==> src/rtl/morse_letter_decoder.sv <==
// Morse key to letter-index decoder: times presses and gaps against a prescaled tick,
// then emits a 5-bit A..Z index (31 = invalid). Optional debounce: define MORSE_DEBOUNCE_EN.
module morse_letter_decoder #(
    parameter int TICK_DIV       = 500000,
    parameter int CNT_W          = 8,
    parameter int DOT_MAX        = 40,
    parameter int GAP_TICKS      = 60,
    parameter int DEBOUNCE_TICKS = 2
) (
    input  logic       ClkPort,
    input  logic       reset_n,
    input  logic       key,
    output logic [4:0] LETTER,
    output logic       letter_valid,
    output logic [2:0] sym_count,
    output logic       key_active
);
    localparam int               DIV_W    = $clog2(TICK_DIV);
    localparam logic [DIV_W-1:0] DIV_LAST = DIV_W'(TICK_DIV - 1);
    localparam logic [CNT_W-1:0] CNT_MAX  = '1;
    localparam logic [CNT_W-1:0] DOT_LIM  = CNT_W'(DOT_MAX);
    localparam logic [CNT_W-1:0] GAP_LIM  = CNT_W'(GAP_TICKS);

    if (TICK_DIV < 2)       begin : g_bad_div $error("TICK_DIV must be >= 2"); end
    if (DEBOUNCE_TICKS < 1) begin : g_bad_db  $error("DEBOUNCE_TICKS must be >= 1"); end

    typedef enum logic [1:0] {IDLE, PRESS, GAP, EMIT} state_t;

    state_t           state_q, state_d;
    logic [DIV_W-1:0] div_cnt_q, div_cnt_d;
    logic [CNT_W-1:0] press_cnt_q, press_cnt_d;
    logic [CNT_W-1:0] gap_cnt_q, gap_cnt_d;
    logic [3:0]       sym_q, sym_d;
    logic [2:0]       sym_cnt_q, sym_cnt_d;
    logic             ovf_q, ovf_d;
    logic [4:0]       letter_q, letter_d;
    logic             letter_vld_q, letter_vld_d;
    logic             key_meta_q, key_sync_q;
    logic             tick, kq;

    assign tick      = (div_cnt_q == DIV_LAST);
    assign div_cnt_d = tick ? '0 : div_cnt_q + 1'b1;

`ifdef MORSE_DEBOUNCE_EN
    localparam int              DB_W    = $clog2(DEBOUNCE_TICKS + 1);
    localparam logic [DB_W-1:0] DB_LAST = DB_W'(DEBOUNCE_TICKS - 1);
    logic [DB_W-1:0] db_cnt_q, db_cnt_d;
    logic            kq_q, kq_d;

    // A new level must be seen on DEBOUNCE_TICKS consecutive ticks; any bounce back restarts.
    always_comb begin
        db_cnt_d = db_cnt_q;
        kq_d     = kq_q;
        if (key_sync_q == kq_q) begin
            db_cnt_d = '0;
        end else if (tick) begin
            if (db_cnt_q == DB_LAST) begin
                kq_d     = key_sync_q;
                db_cnt_d = '0;
            end else begin
                db_cnt_d = db_cnt_q + 1'b1;
            end
        end
    end

    always_ff @(posedge ClkPort or negedge reset_n) begin
        if (!reset_n) begin
            db_cnt_q <= '0;
            kq_q     <= 1'b0;
        end else begin
            db_cnt_q <= db_cnt_d;
            kq_q     <= kq_d;
        end
    end
    assign kq = kq_q;
`else
    assign kq = key_sync_q;
`endif

    // Index is {count, symbols}; unused high symbol bits are always zero.
    function automatic logic [4:0] decode(input logic [2:0] n, input logic [3:0] s);
        case ({n, s})
            7'b001_0000: decode = 5'd4;  // E
            7'b001_0001: decode = 5'd19; // T
            7'b010_0000: decode = 5'd8;  // I
            7'b010_0001: decode = 5'd0;  // A
            7'b010_0010: decode = 5'd13; // N
            7'b010_0011: decode = 5'd12; // M
            7'b011_0000: decode = 5'd18; // S
            7'b011_0001: decode = 5'd20; // U
            7'b011_0010: decode = 5'd17; // R
            7'b011_0011: decode = 5'd22; // W
            7'b011_0100: decode = 5'd3;  // D
            7'b011_0101: decode = 5'd10; // K
            7'b011_0110: decode = 5'd6;  // G
            7'b011_0111: decode = 5'd14; // O
            7'b100_0000: decode = 5'd7;  // H
            7'b100_0001: decode = 5'd21; // V
            7'b100_0010: decode = 5'd5;  // F
            7'b100_0100: decode = 5'd11; // L
            7'b100_0110: decode = 5'd15; // P
            7'b100_0111: decode = 5'd9;  // J
            7'b100_1000: decode = 5'd1;  // B
            7'b100_1001: decode = 5'd23; // X
            7'b100_1010: decode = 5'd2;  // C
            7'b100_1011: decode = 5'd24; // Y
            7'b100_1100: decode = 5'd25; // Z
            7'b100_1101: decode = 5'd16; // Q
            default:     decode = 5'd31;
        endcase
    endfunction

    always_comb begin
        state_d      = state_q;
        press_cnt_d  = press_cnt_q;
        gap_cnt_d    = gap_cnt_q;
        sym_d        = sym_q;
        sym_cnt_d    = sym_cnt_q;
        ovf_d        = ovf_q;
        letter_d     = letter_q;
        letter_vld_d = 1'b0;
        case (state_q)
            IDLE: if (kq) begin
                press_cnt_d = '0;
                state_d     = PRESS;
            end
            PRESS: begin
                // Release is checked first so it sees the count before a coincident tick.
                if (!kq) begin
                    if (press_cnt_q != '0) begin
                        if (sym_cnt_q < 3'd4) begin
                            sym_d     = {sym_q[2:0], press_cnt_q > DOT_LIM};
                            sym_cnt_d = sym_cnt_q + 3'd1;
                        end else begin
                            ovf_d = 1'b1;
                        end
                    end
                    gap_cnt_d = '0;
                    state_d   = GAP;
                end else if (tick && press_cnt_q != CNT_MAX) begin
                    press_cnt_d = press_cnt_q + 1'b1;
                end
            end
            GAP: begin
                if (kq) begin
                    press_cnt_d = '0;
                    state_d     = PRESS;
                end else if (tick) begin
                    if (gap_cnt_q != CNT_MAX) gap_cnt_d = gap_cnt_q + 1'b1;
                    if (gap_cnt_d == GAP_LIM) begin
                        state_d = EMIT;
                        if (sym_cnt_q != 3'd0) begin
                            letter_d     = ovf_q ? 5'd31 : decode(sym_cnt_q, sym_q);
                            letter_vld_d = 1'b1;
                        end
                    end
                end
            end
            default: begin
                sym_d     = '0;
                sym_cnt_d = '0;
                ovf_d     = 1'b0;
                state_d   = IDLE;
            end
        endcase
    end

    always_ff @(posedge ClkPort or negedge reset_n) begin
        if (!reset_n) begin
            state_q      <= IDLE;
            div_cnt_q    <= '0;
            press_cnt_q  <= '0;
            gap_cnt_q    <= '0;
            sym_q        <= '0;
            sym_cnt_q    <= '0;
            ovf_q        <= 1'b0;
            letter_q     <= 5'd31;
            letter_vld_q <= 1'b0;
            key_meta_q   <= 1'b0;
            key_sync_q   <= 1'b0;
        end else begin
            state_q      <= state_d;
            div_cnt_q    <= div_cnt_d;
            press_cnt_q  <= press_cnt_d;
            gap_cnt_q    <= gap_cnt_d;
            sym_q        <= sym_d;
            sym_cnt_q    <= sym_cnt_d;
            ovf_q        <= ovf_d;
            letter_q     <= letter_d;
            letter_vld_q <= letter_vld_d;
            key_meta_q   <= key;
            key_sync_q   <= key_meta_q;
        end
    end

    assign LETTER       = letter_q;
    assign letter_valid = letter_vld_q;
    assign sym_count    = sym_cnt_q;
    assign key_active   = kq;
endmodule

==> config.mk <==
export PLATFORM = sky130hd
export DESIGN_NAME = morse_letter_decoder
export DESIGN_NICKNAME = d
export VERILOG_FILES = /design/src/rtl/morse_letter_decoder.sv
export SDC_FILE = /design/constraint.sdc
export NUM_CORES = 1
export LEC_CHECK = 0
export CORE_MARGIN = 1
export CORE_UTILIZATION = 55
export DETAILED_ROUTE_END_ITERATION = 12
export DONT_BUFFER_PORTS = 1
export PLACE_DENSITY = 0.74
export SLEW_MARGIN = 0
export SYNTH_ARGS = -nofsm -noshare
export SYNTH_HDL_FRONTEND = slang
export SYNTH_SLANG_ARGS = --single-unit
==> constraint.sdc <==
create_clock -name ClkPort -period 6.4 [get_ports ClkPort]
set_input_delay 0.64 -clock ClkPort [delete_from_list [all_inputs] [get_ports ClkPort]]
set_output_delay 0.64 -clock ClkPort [all_outputs]
set_load 0.01 [all_outputs]
==> results of run 1 <==
metal layers:
metal	vias up	share of wire (%)	wire length (um)	track usage, %
met1	1203	49	3210	31.2
met3	17	3.7	243	5.86
met2	59	45	2950	35.1
met4	0	2.0	131	7.04
met5	-	0	0	0
li1	1246	-	-	-
Yosys cell counts, types with 7 or more instances:
master     n
dfrtp_1   48
nand2_1   34
a21oi_1   25
nor2_1    24
o21ai_0   14
ha_1      13
inv_1     13
nand3_1   12
xnor2_1    9
xor2_1     8
nand2b_1   7
nor2b_1    7
nor3_1     7
power by group:
part / switching, mW / internal [mW]
logic: 0.0380 / 0.0284
clock network: 0.108 / 0.117
registers: 0.0185 / 0.341
total: 0.165 / 0.486
how the worst min path moves through the flow:
| stage | start | endpoint | slack, ns | cells past startpoint |
|---|---|---|---|---|
| finish | reset_n | letter_valid | 0.03 | 0 |
| global route | reset_n | letter_valid | 0.007 | 0 |
| CTS | reset_n | div_cnt_q[8] | 0.01 | 0 |
| detailed placement | key_meta_q | key_active | 0.34 | 0 |
| global placement | key_meta_q | key_active | 0.33 | 0 |
| floorplan | key_meta_q | key_active | 0.33 | 0 |
layout make-up:
cell class                      instances  area share [%]
Clock buffer                            5            2.01
Clock inverter                          3            1.35
Inverter                               14            1.53
Multi-Input combinational cell        264            52.7
Sequential cell                        53            38.9
Tap cell                               72            2.63
Timing Repair Buffer                    2           0.876
flip-flops by register name, indices dropped and copies added, names as in the netlist:
| register | count |
|---|---|
| div_cnt_q | 19 |
| gap_cnt_q | 8 |
| press_cnt_q | 8 |
| LETTER | 5 |
| sym_q | 4 |
| sym_count | 3 |
| state_q | 2 |
| key_active | 1 |
| key_meta_q | 1 |
| letter_valid | 1 |
| ovf_q | 1 |
logic make-up (layout without fill, tap and decap cells):
kind of cell / after synthesis / after routing / share of synthesized area (%)
AND/OR/NAND/NOR: 140 / 140 / 25.4
adder cells (fa/ha/maj): 13 / 13 / 5.03
XOR/XNOR: 17 / 17 / 4.60
buffers and inverters: 24 / 24 / 3.01
AO/OA/AOI/OAI: 84 / 84 / 17.0
multiplexers: 10 / 10 / 3.79
flip-flops: 53 / 53 / 41.2
metrics by stage:
stage	setup WS, ns	hold slack, ns	power, mW	cells
2_1_floorplan	4.00	0.331	0.408	341
3_3_place_gp	3.81	0.334	0.423	403
3_5_place_dp	3.69	0.338	0.424	403
4_1_cts	3.68	0.0101	0.651	411
5_1_grt	3.46	0.00729	0.682	413
6_report	3.65	0.0307	0.651	413
timing repair:
action / in CTS / in global routing
hold buffers: 0 / 2
endpoints found under the hold margin: 0 / 22
setup endpoints to repair: 0 / 0
worst max-delay path: cells and delay by family (launching register included):
| family | cells | cell delay (ns) |
|---|---|---|
| adders and majority gates | 1 | 0.21 |
| and+or+nand+nor | 2 | 0.64 |
| DFF | 1 | 0.39 |
| muxes | 1 | 0.33 |
| AOI/OAI and AO/OA | 2 | 1.07 |
cells in the final DEF (no fill, tap or decap), types with 4 or more instances in the layout:
master,synthesis,routed
dfstp_2,5,5
and2_1,5,5
or3_1,6,6
a21oi_1,25,25
o31ai_1,5,5
nor2_1,24,24
xor2_1,8,8
and4b_1,5,5
o21ai_0,14,14
nand2b_1,7,7
nand2_1,34,34
mux2i_1,4,4
mux2_4,4,4
a211o_1,4,4
nor3_1,7,7
o21bai_1,4,4
inv_1,13,13
clkbuf_8,0,5
a31oi_1,4,4
and3_1,6,6
xnor2_1,9,9
nand4_1,4,4
nand3_1,12,12
dfrtp_1,48,48
ha_1,13,13
nor2b_1,7,7
==> flow_summary_export.csv, run 1 <==
group,metric,value,unit
sta,fin_setup_tns,0,ns
place,gp_congestion,0.844,
sta,min_period,2.75,ns
sta,grt_setup_unrepaired,"false",
power,p_per_area,190,nW/um2
place,place_hpwl,4600,um
routing,wl_per_cell,15.8,um
sta,hold_viol,0,
critical_path,rr_endpoint,"gap_cnt_q[0]",
critical_path,path_cells,"ha_1, and4_1, nand4_4, o31ai_1, o21ai_0, mux2_2",
finish,nNetsFinal,356,
routing,via_count,2525,
sta,slew_violations,0,
clock_tree,cts_resized,0,
critical_path,rrSetupSlack,3.65,ns
clock_tree,clk_latency,0.30,ns
clock_tree,clkSinkCount,53,
power,peakVddDrop,0.147,mV
yosys,async_flop_share,100,%
power,p_leak,1.47,nW
finish,drive_above_1_share,8.50,%
sta,fin_worst_skew,0.0104,ns
run_status,status,"completed",
finish,final_area,3430,um2
critical_path,startpoint,"div_cnt_q[0]",
yosys,synth_top_area_share,37.1,%
yosys,synthFlopType,"dfrtp_1",
place,io_buffers,0,
sta,finalCritPeriodShare,42.9,%
floorplanning,ioPinCount,13,
global_route,grt_pass1_wl,11200,um
yosys,syn_nets,357,
critical_path,end_kind,"flop",
critical_path,path_max_fanout,8,
job,drv_cap,0,
global_route,antenna_found_initial,0,
yosys,ys_warn_count,0,
finish,fillers,490,
clock_tree,post-cts-setup-buffer-count,0,
global_route,gr-usage-all-layers,22.7,%
finish,fin_util,61.5,%
yosys,yosysUniqueCellTypes,64,
critical_path,crit_end,"gap_cnt_q[0]",
critical_path,rr_startpoint,"div_cnt_q[0]",
global_route,first_global_vias,2387,
floorplanning,start_util,58.1,%
sta,slew_headroom,35.0,%
hold_path,hold_class,"in2async",
routing,firstDrtPassIters,4,
critical_path,cp_slowest_cell,"o31ai_1",
critical_path,start_kind,"flop",
place,dpl_cell_area,3280,um2
yosys,syn_inst,341,
critical_path,worstPathRequired,6.60,ns
sta,tightest_slew,0.972,ns
yosys,syn_area,3240,um2
routing,initialDrtViolationCount,142,
clock_tree,h-tree-depth,2,
floorplanning,die-height,78.7,um
yosys,yosysTopAreaCell,"dfrtp_1",
critical_path,ff2ff_path_depth,6,
clock_tree,cts_root_buf,"clkbuf_8",
finish,diodes,0,
yosys,ys_seq_elements,53,
sta,setup-violations-final,0,
floorplanning,core_area,5570,um2
sta,clock.fmax,364,MHz
yosys,synth_edf_count,0,
finish,seq_area,1330,um2
clock_tree,cts.reportedPaths.clkPinSlew,0.10,ns
critical_path,path_class,"reg2reg",
critical_path,critPathArrivalTime,2.95,ns
routing,drc,0,
clock_tree,cts_buffers,5,
yosys,yosysSeqAreaShare,41.2,%
finish,area_growth,5.88,%
finish,multi_input_area,1810,um2
floorplanning,die_w,78.7,um
critical_path,cp_slowest_stage_delay,0.79,ns
floorplanning,rows,27,
clock_tree,cts_tree,"yes",
clock_tree,cts_buffer_depth,2,
routing,via_per_inst,6.11,
yosys,synthTopCellsByArea,"dfrtp_1, ha_1, dfstp_2",
global_route,grt_max_degree,54,
routing,drtAntennaViolNets,0,
yosys,syn_avg_cell_area,9.49,um2
floorplanning,die_area,6200,um2
global_route,overflow,0,
routing,wl,6540,um
Power figures use the tool's default switching activity.
==> run 2: changes to the inputs <==
--- a/config.mk
+++ b/config.mk
@@ -9,7 +9,7 @@
 export CORE_UTILIZATION = 55
 export DETAILED_ROUTE_END_ITERATION = 12
 export DONT_BUFFER_PORTS = 1
-export PLACE_DENSITY = 0.74
+export PLACE_DENSITY = 0.77
 export SLEW_MARGIN = 0
 export SYNTH_ARGS = -nofsm -noshare
 export SYNTH_HDL_FRONTEND = slang
==> constraint.sdc (replaced) <==
create_clock -name ClkPort -period 2.2 [get_ports ClkPort]
set_input_delay 0.22 -clock ClkPort [delete_from_list [all_inputs] [get_ports ClkPort]]
set_output_delay 0.22 -clock ClkPort [all_outputs]
set_load 0.01 [all_outputs]
==> flow_summary_export.csv, run 2 (synthesis results as in run 1) <==
group,metric,value,unit
critical_path,cp_slowest_stage_delay,0.61,ns
critical_path,start_kind,"flop",
critical_path,rrSetupSlack,0.0006,ns
global_route,grt_pass1_wl,12400,um
routing,via_count,2708,
routing,initialDrtViolationCount,199,
finish,fillers,423,
clock_tree,cts_root_buf,"clkbuf_8",
finish,nNetsFinal,404,
finish,diodes,0,
sta,min_period,2.20,ns
finish,drive_above_1_share,22.6,%
clock_tree,cts_buffer_depth,2,
finish,layout_commonest_cell,"buf_4",
critical_path,end_kind,"flop",
critical_path,cp_slowest_cell,"or4b_4",
finish,largestRegisters,"div_cnt_q: 19 flops, gap_cnt_q: 8 flops, press_cnt_q: 8 flops",
sta,finalCritPeriodShare,100,%
place,gp_congestion,0.936,
place,io_buffers,0,
clock_tree,cts_buffers,5,
power,power,2.07,mW
sta,setup-violations-final,0,
global_route,overflow,0,
power,peakVddDrop,0.432,mV
job,drv_cap,0,
global_route,antenna_found_initial,0,
routing,drc,0,
global_route,first_global_vias,2768,
critical_path,path_cells,"ha_4, and3_4, nand2_2, a221o_1, or4b_4, mux2_4",
clock_tree,clkSinkCount,53,
sta,fin_ws,0.000639,ns
clock_tree,h-tree-depth,2,
routing,via_per_inst,5.87,
critical_path,path_delay_family,"simple AND/OR/NAND/NOR gates",
floorplanning,die_w,78.7,um
power,p_leak,1.72,nW
critical_path,path_max_fanout,5,
sta,slew_headroom,72.0,%
sta,whs,0.373,ns
critical_path,critPathArrivalTime,2.44,ns
floorplanning,die_area,6200,um2
finish,final_cell_mix,"buf_4, dfrtp_1, nand2_1",
sta,clock.fmax,455,MHz
sta,grt_setup_unrepaired,"true",
global_route,grt_max_degree,54,
sta,fin_setup_tns,0,ns
clock_tree,clk_latency,0.31,ns
routing,firstDrtPassIters,4,
sta,slew_violations,0,
sta,tightest_slew,0.415,ns
clock_tree,cts.reportedPaths.clkPinSlew,0.10,ns
power,p_per_area,534,nW/um2
finish,area_growth,19.5,%
clock_tree,cts_tree,"yes",
floorplanning,core_area,5570,um2
global_route,gr-usage-all-layers,25.3,%
routing,wl_per_cell,15.4,um
floorplanning,die-height,78.7,um
finish,regMostFlops,"div_cnt_q",
floorplanning,ioPinCount,13,
place,dpl_cell_area,3630,um2
sta,fin_worst_skew,0.00402,ns
place,place_hpwl,4890,um
floorplanning,rows,27,
place,post-place-ws,-0.117,ns
finish,largest_register_ffs,19,
routing,drtAntennaViolNets,0,
critical_path,path_class,"reg2reg",
critical_path,path_buf_inv,0,
hold_path,hold_class,"reg2reg",
critical_path,worstPathRequired,2.44,ns
routing,wl,7090,um
sta,hold_viol,0,
floorplanning,start_util,58.1,%
run_status,status,"completed",
finish,final_area,3870,um2
[run 2: cell count changes in the layout (fill, tap and decap cells not counted), sizes merged]
cell         previous run  this run
clkinvlp                1         0
buf                     1        48
clkinv                  2         1
bufinv                  1         2
inv                    13        14
dlygate4sd3             1         2
[run 2: report_power, final]
| group | switching, mW | internal [mW] |
|---|---|---|
| Sequential | 0.0160 | 0.993 |
| Clock | 0.337 | 0.458 |
| Combinational | 0.157 | 0.105 |
| Total | 0.510 | 1.56 |
[run 2: worst paths after layout]
check	startpoint	cells past startpoint	endpoint
setup / recovery	gap_cnt_q[0]	6	LETTER[0]
hold / removal	key_meta_q	0	key_active
setup reg to reg	gap_cnt_q[0]	6	LETTER[0]
hold reg to reg	key_meta_q	0	key_active
max in group asynchronous	reset_n	2	LETTER[2]
min in group asynchronous	reset_n	2	letter_valid
[run 2: layout make-up]
cell class	count	area, um2	area share (%)
well taps	72	90.1	2.33
clock buffers	5	68.8	1.78
flip-flops and latches	53	1340	34.6
clock inverters	3	68.8	1.78
inverters	14	52.6	1.36
multi-input cells	264	1850	47.8
repair buffers	50	400	10.4
[run 2: metrics by stage]
| step | instances | util [%] |
|---|---|---|
| 6_report | 461 | 69.4 |
| 5_1_grt | 461 | 69.4 |
| 4_1_cts | 461 | 69.1 |
| 3_5_place_dp | 447 | 65.2 |
| 3_3_place_gp | 447 | 65.2 |
| 2_1_floorplan | 341 | - |
[run 2: layer usage]
metal | vias to the layer above | track usage (%) | routed length (um)
li1 | 1331 | - | -
met1 | 1312 | 34.3 | 3310
met2 | 57 | 41.5 | 3440
met3 | 8 | 4.37 | 244
met4 | 0 | 7.78 | 92
met5 | - | 0 | 0
[run 2: what timing repair did]
item / in CTS / in global routing
pin swaps: 3 / 2
endpoints found under the hold margin: 54 / 0
setup buffers: 3 / 0
endpoints found under the setup margin: 5 / 6
hold buffers: 3 / 0
gates resized for setup: 3 / 5
[run 2: worst register-to-register path, delay by kind of cell (launching register included)]
| family | cells | cell delay [ns] |
|---|---|---|
| AO/OA/AOI/OAI | 1 | 0.35 |
| adder cells (fa/ha/maj) | 1 | 0.16 |
| flip-flops | 1 | 0.43 |
| multiplexers | 1 | 0.32 |
| AND/OR/NAND/NOR | 3 | 0.88 |
==> run 3: changes to the inputs <==
==> constraint.sdc (replaced) <==
create_clock -name ClkPort -period 2.2 [get_ports ClkPort]
set_input_delay 0.44 -clock ClkPort [delete_from_list [all_inputs] [get_ports ClkPort]]
set_output_delay 0.44 -clock ClkPort [all_outputs]
set_load 0.01 [all_outputs]
==> flow_summary_export.csv, run 3 (synthesis results as in run 1) <==
group,metric,value,unit
power,sequentialPowerShare,48.9,%
run_status,status,"complete, but fails checks",
run_status,violations,"negative setup slack",
floorplanning,ioPinCount,13,
floorplanning,die-height,78.7,um
place,gp_congestion,0.936,
place,dpl_cell_area,3630,um2
critical_path,cp_slowest_stage_delay,0.61,ns
routing,drtAntennaViolNets,0,
clock_tree,cts_tree,"yes",
global_route,first_global_vias,2747,
global_route,antenna_found_initial,0,
global_route,gr-usage-all-layers,25.3,%
critical_path,path_class,"reg2reg",
finish,layout_commonest_cell,"buf_4",
critical_path,worstPathRequired,2.44,ns
finish,area_growth,19.2,%
critical_path,cp_slowest_cell,"or4b_4",
routing,firstDrtPassIters,5,
clock_tree,cts_root_buf,"clkbuf_8",
sta,finalCritPeriodShare,101,%
floorplanning,die_area,6200,um2
sta,clock.fmax,452,MHz
routing,drc,0,
critical_path,path_cells,"and4_2, a31oi_1, a221o_1, or4b_4, mux2_4",
finish,fin_cells,460,
critical_path,critPathArrivalTime,2.45,ns
place,placedCellCount,447,
finish,diodes,0,
place,place_hpwl,4890,um
finish,fillers,424,
floorplanning,rows,27,
global_route,grt_pass1_wl,12400,um
finish,regMostFlops,"div_cnt_q",
power,p_int,1.55,mW
sta,slew_violations,0,
sta,fin_worst_skew,0.00966,ns
job,drv_cap,0,
finish,final_area,3860,um2
power,p_comb_share,12.6,%
floorplanning,die_w,78.7,um
sta,slew_headroom,71.3,%
sta,tightest_slew,0.424,ns
power,p_leak,1.72,nW
global_route,overflow,0,
clock_tree,cts.reportedPaths.clkPinSlew,0.10,ns
global_route,grt_max_degree,54,
clock_tree,cts_buffer_depth,2,
hold_path,hold_class,"in2reg",
critical_path,path_delay_family,"simple AND/OR/NAND/NOR gates",
sta,hold_viol,0,
critical_path,path_max_fanout,5,
finish,largestRegisters,"div_cnt_q: 19 flops, gap_cnt_q: 8 flops, press_cnt_q: 8 flops",
critical_path,start_kind,"flop",
power,p_per_area,535,nW/um2
sta,whs,0.151,ns
sta,fin_ws,-0.0147,ns
sta,setup-violations-final,4,
place,io_buffers,0,
sta,grt_setup_unrepaired,"true",
floorplanning,core_area,5570,um2
finish,final_cell_mix,"buf_4, dfrtp_1, nand2_1",
clock_tree,cts_buffers,5,
finish,nNetsFinal,403,
power,p_sw_share,24.6,%
sta,min_period,2.21,ns
routing,initialDrtViolationCount,150,
finish,drive_above_1_share,22.7,%
power,p_clk_share,38.5,%
routing,via_count,2707,
floorplanning,start_util,58.1,%
power,peakVddDrop,0.430,mV
finish,largest_register_ffs,19,
clock_tree,clk_latency,0.31,ns
power,switchingPower,0.507,mW
routing,wl,7040,um
clock_tree,h-tree-depth,2,
critical_path,end_kind,"flop",
critical_path,path_buf_inv,0,
routing,via_per_inst,5.88,
clock_tree,clkSinkCount,53,
routing,wl_per_cell,15.3,um
## run 3: repair_timing
| item | in CTS | in global routing |
|---|---|---|
| gates resized for setup | 3 | 5 |
| hold buffers | 2 | 0 |
| setup buffers | 3 | 0 |
| endpoints found under the setup margin | 5 | 6 |
| pin swaps | 3 | 2 |
| endpoints found under the hold margin | 53 | 0 |
## run 3: worst register-to-register path, cell delays in order (launching register included)
cell and delay (ns):
dfrtp_1 0.43, and4_2 0.31, a31oi_1 0.11, a221o_1 0.37, or4b_4 0.61, mux2_4 0.32
## run 3: final cells by class
| class | count | area (um2) | share of cell area, % |
|---|---|---|---|
| clock buffers | 5 | 68.8 | 1.78 |
| clock inverters | 3 | 68.8 | 1.78 |
| inverters | 14 | 52.6 | 1.36 |
| multi-input cells | 264 | 1850 | 47.9 |
| flip-flops and latches | 53 | 1340 | 34.7 |
| well taps | 72 | 90.1 | 2.34 |
| repair buffers | 49 | 390 | 10.1 |
## run 3: per-stage QoR
stage | setup WS [ns] | utilization (%) | power [mW] | TNS [ns]
after floorplan | -0.0256 | - | 1.19 | -0.102
after global placement | -0.0587 | 65.2 | 1.25 | -0.269
after detailed placement | -0.117 | 65.2 | 1.26 | -0.535
after CTS | -0.00504 | 69.0 | 2.08 | -0.00632
after global routing | -0.0789 | 69.2 | 2.15 | -0.357
final | -0.0147 | 69.2 | 2.06 | -0.0363
## run 3: metal layers
metal | global-route usage (%) | routed length [um]
met1 | 34.4 | 3230
met2 | 41.2 | 3410
met3 | 4.37 | 311
met4 | 7.41 | 87
met5 | 0 | 0
## run 3: power groups by stage
stage | clock, mW | combinational (mW) | sequential [mW]
after floorplan | 0 | 0.143 | 1.04
after global placement | 0 | 0.226 | 1.03
after detailed placement | 0 | 0.230 | 1.03
after CTS | 0.809 | 0.260 | 1.01
after global routing | 0.839 | 0.294 | 1.01
final | 0.794 | 0.260 | 1.01
## run 3: path summary, 6_finish.rpt
| check | to | start | cells after the start | slack [ns] |
|---|---|---|---|---|
| setup reg to reg | LETTER[0] | gap_cnt_q[4] | 5 | -0.01 |
| min in group asynchronous | letter_valid | reset_n | 2 | 0.66 |
| hold / removal | key_meta_q | key | 0 | 0.15 |
| hold reg to reg | key_active | key_meta_q | 0 | 0.37 |
| setup / recovery | LETTER[0] | gap_cnt_q[4] | 5 | -0.01 |
| max in group asynchronous | LETTER[2] | reset_n | 2 | 1.26 |
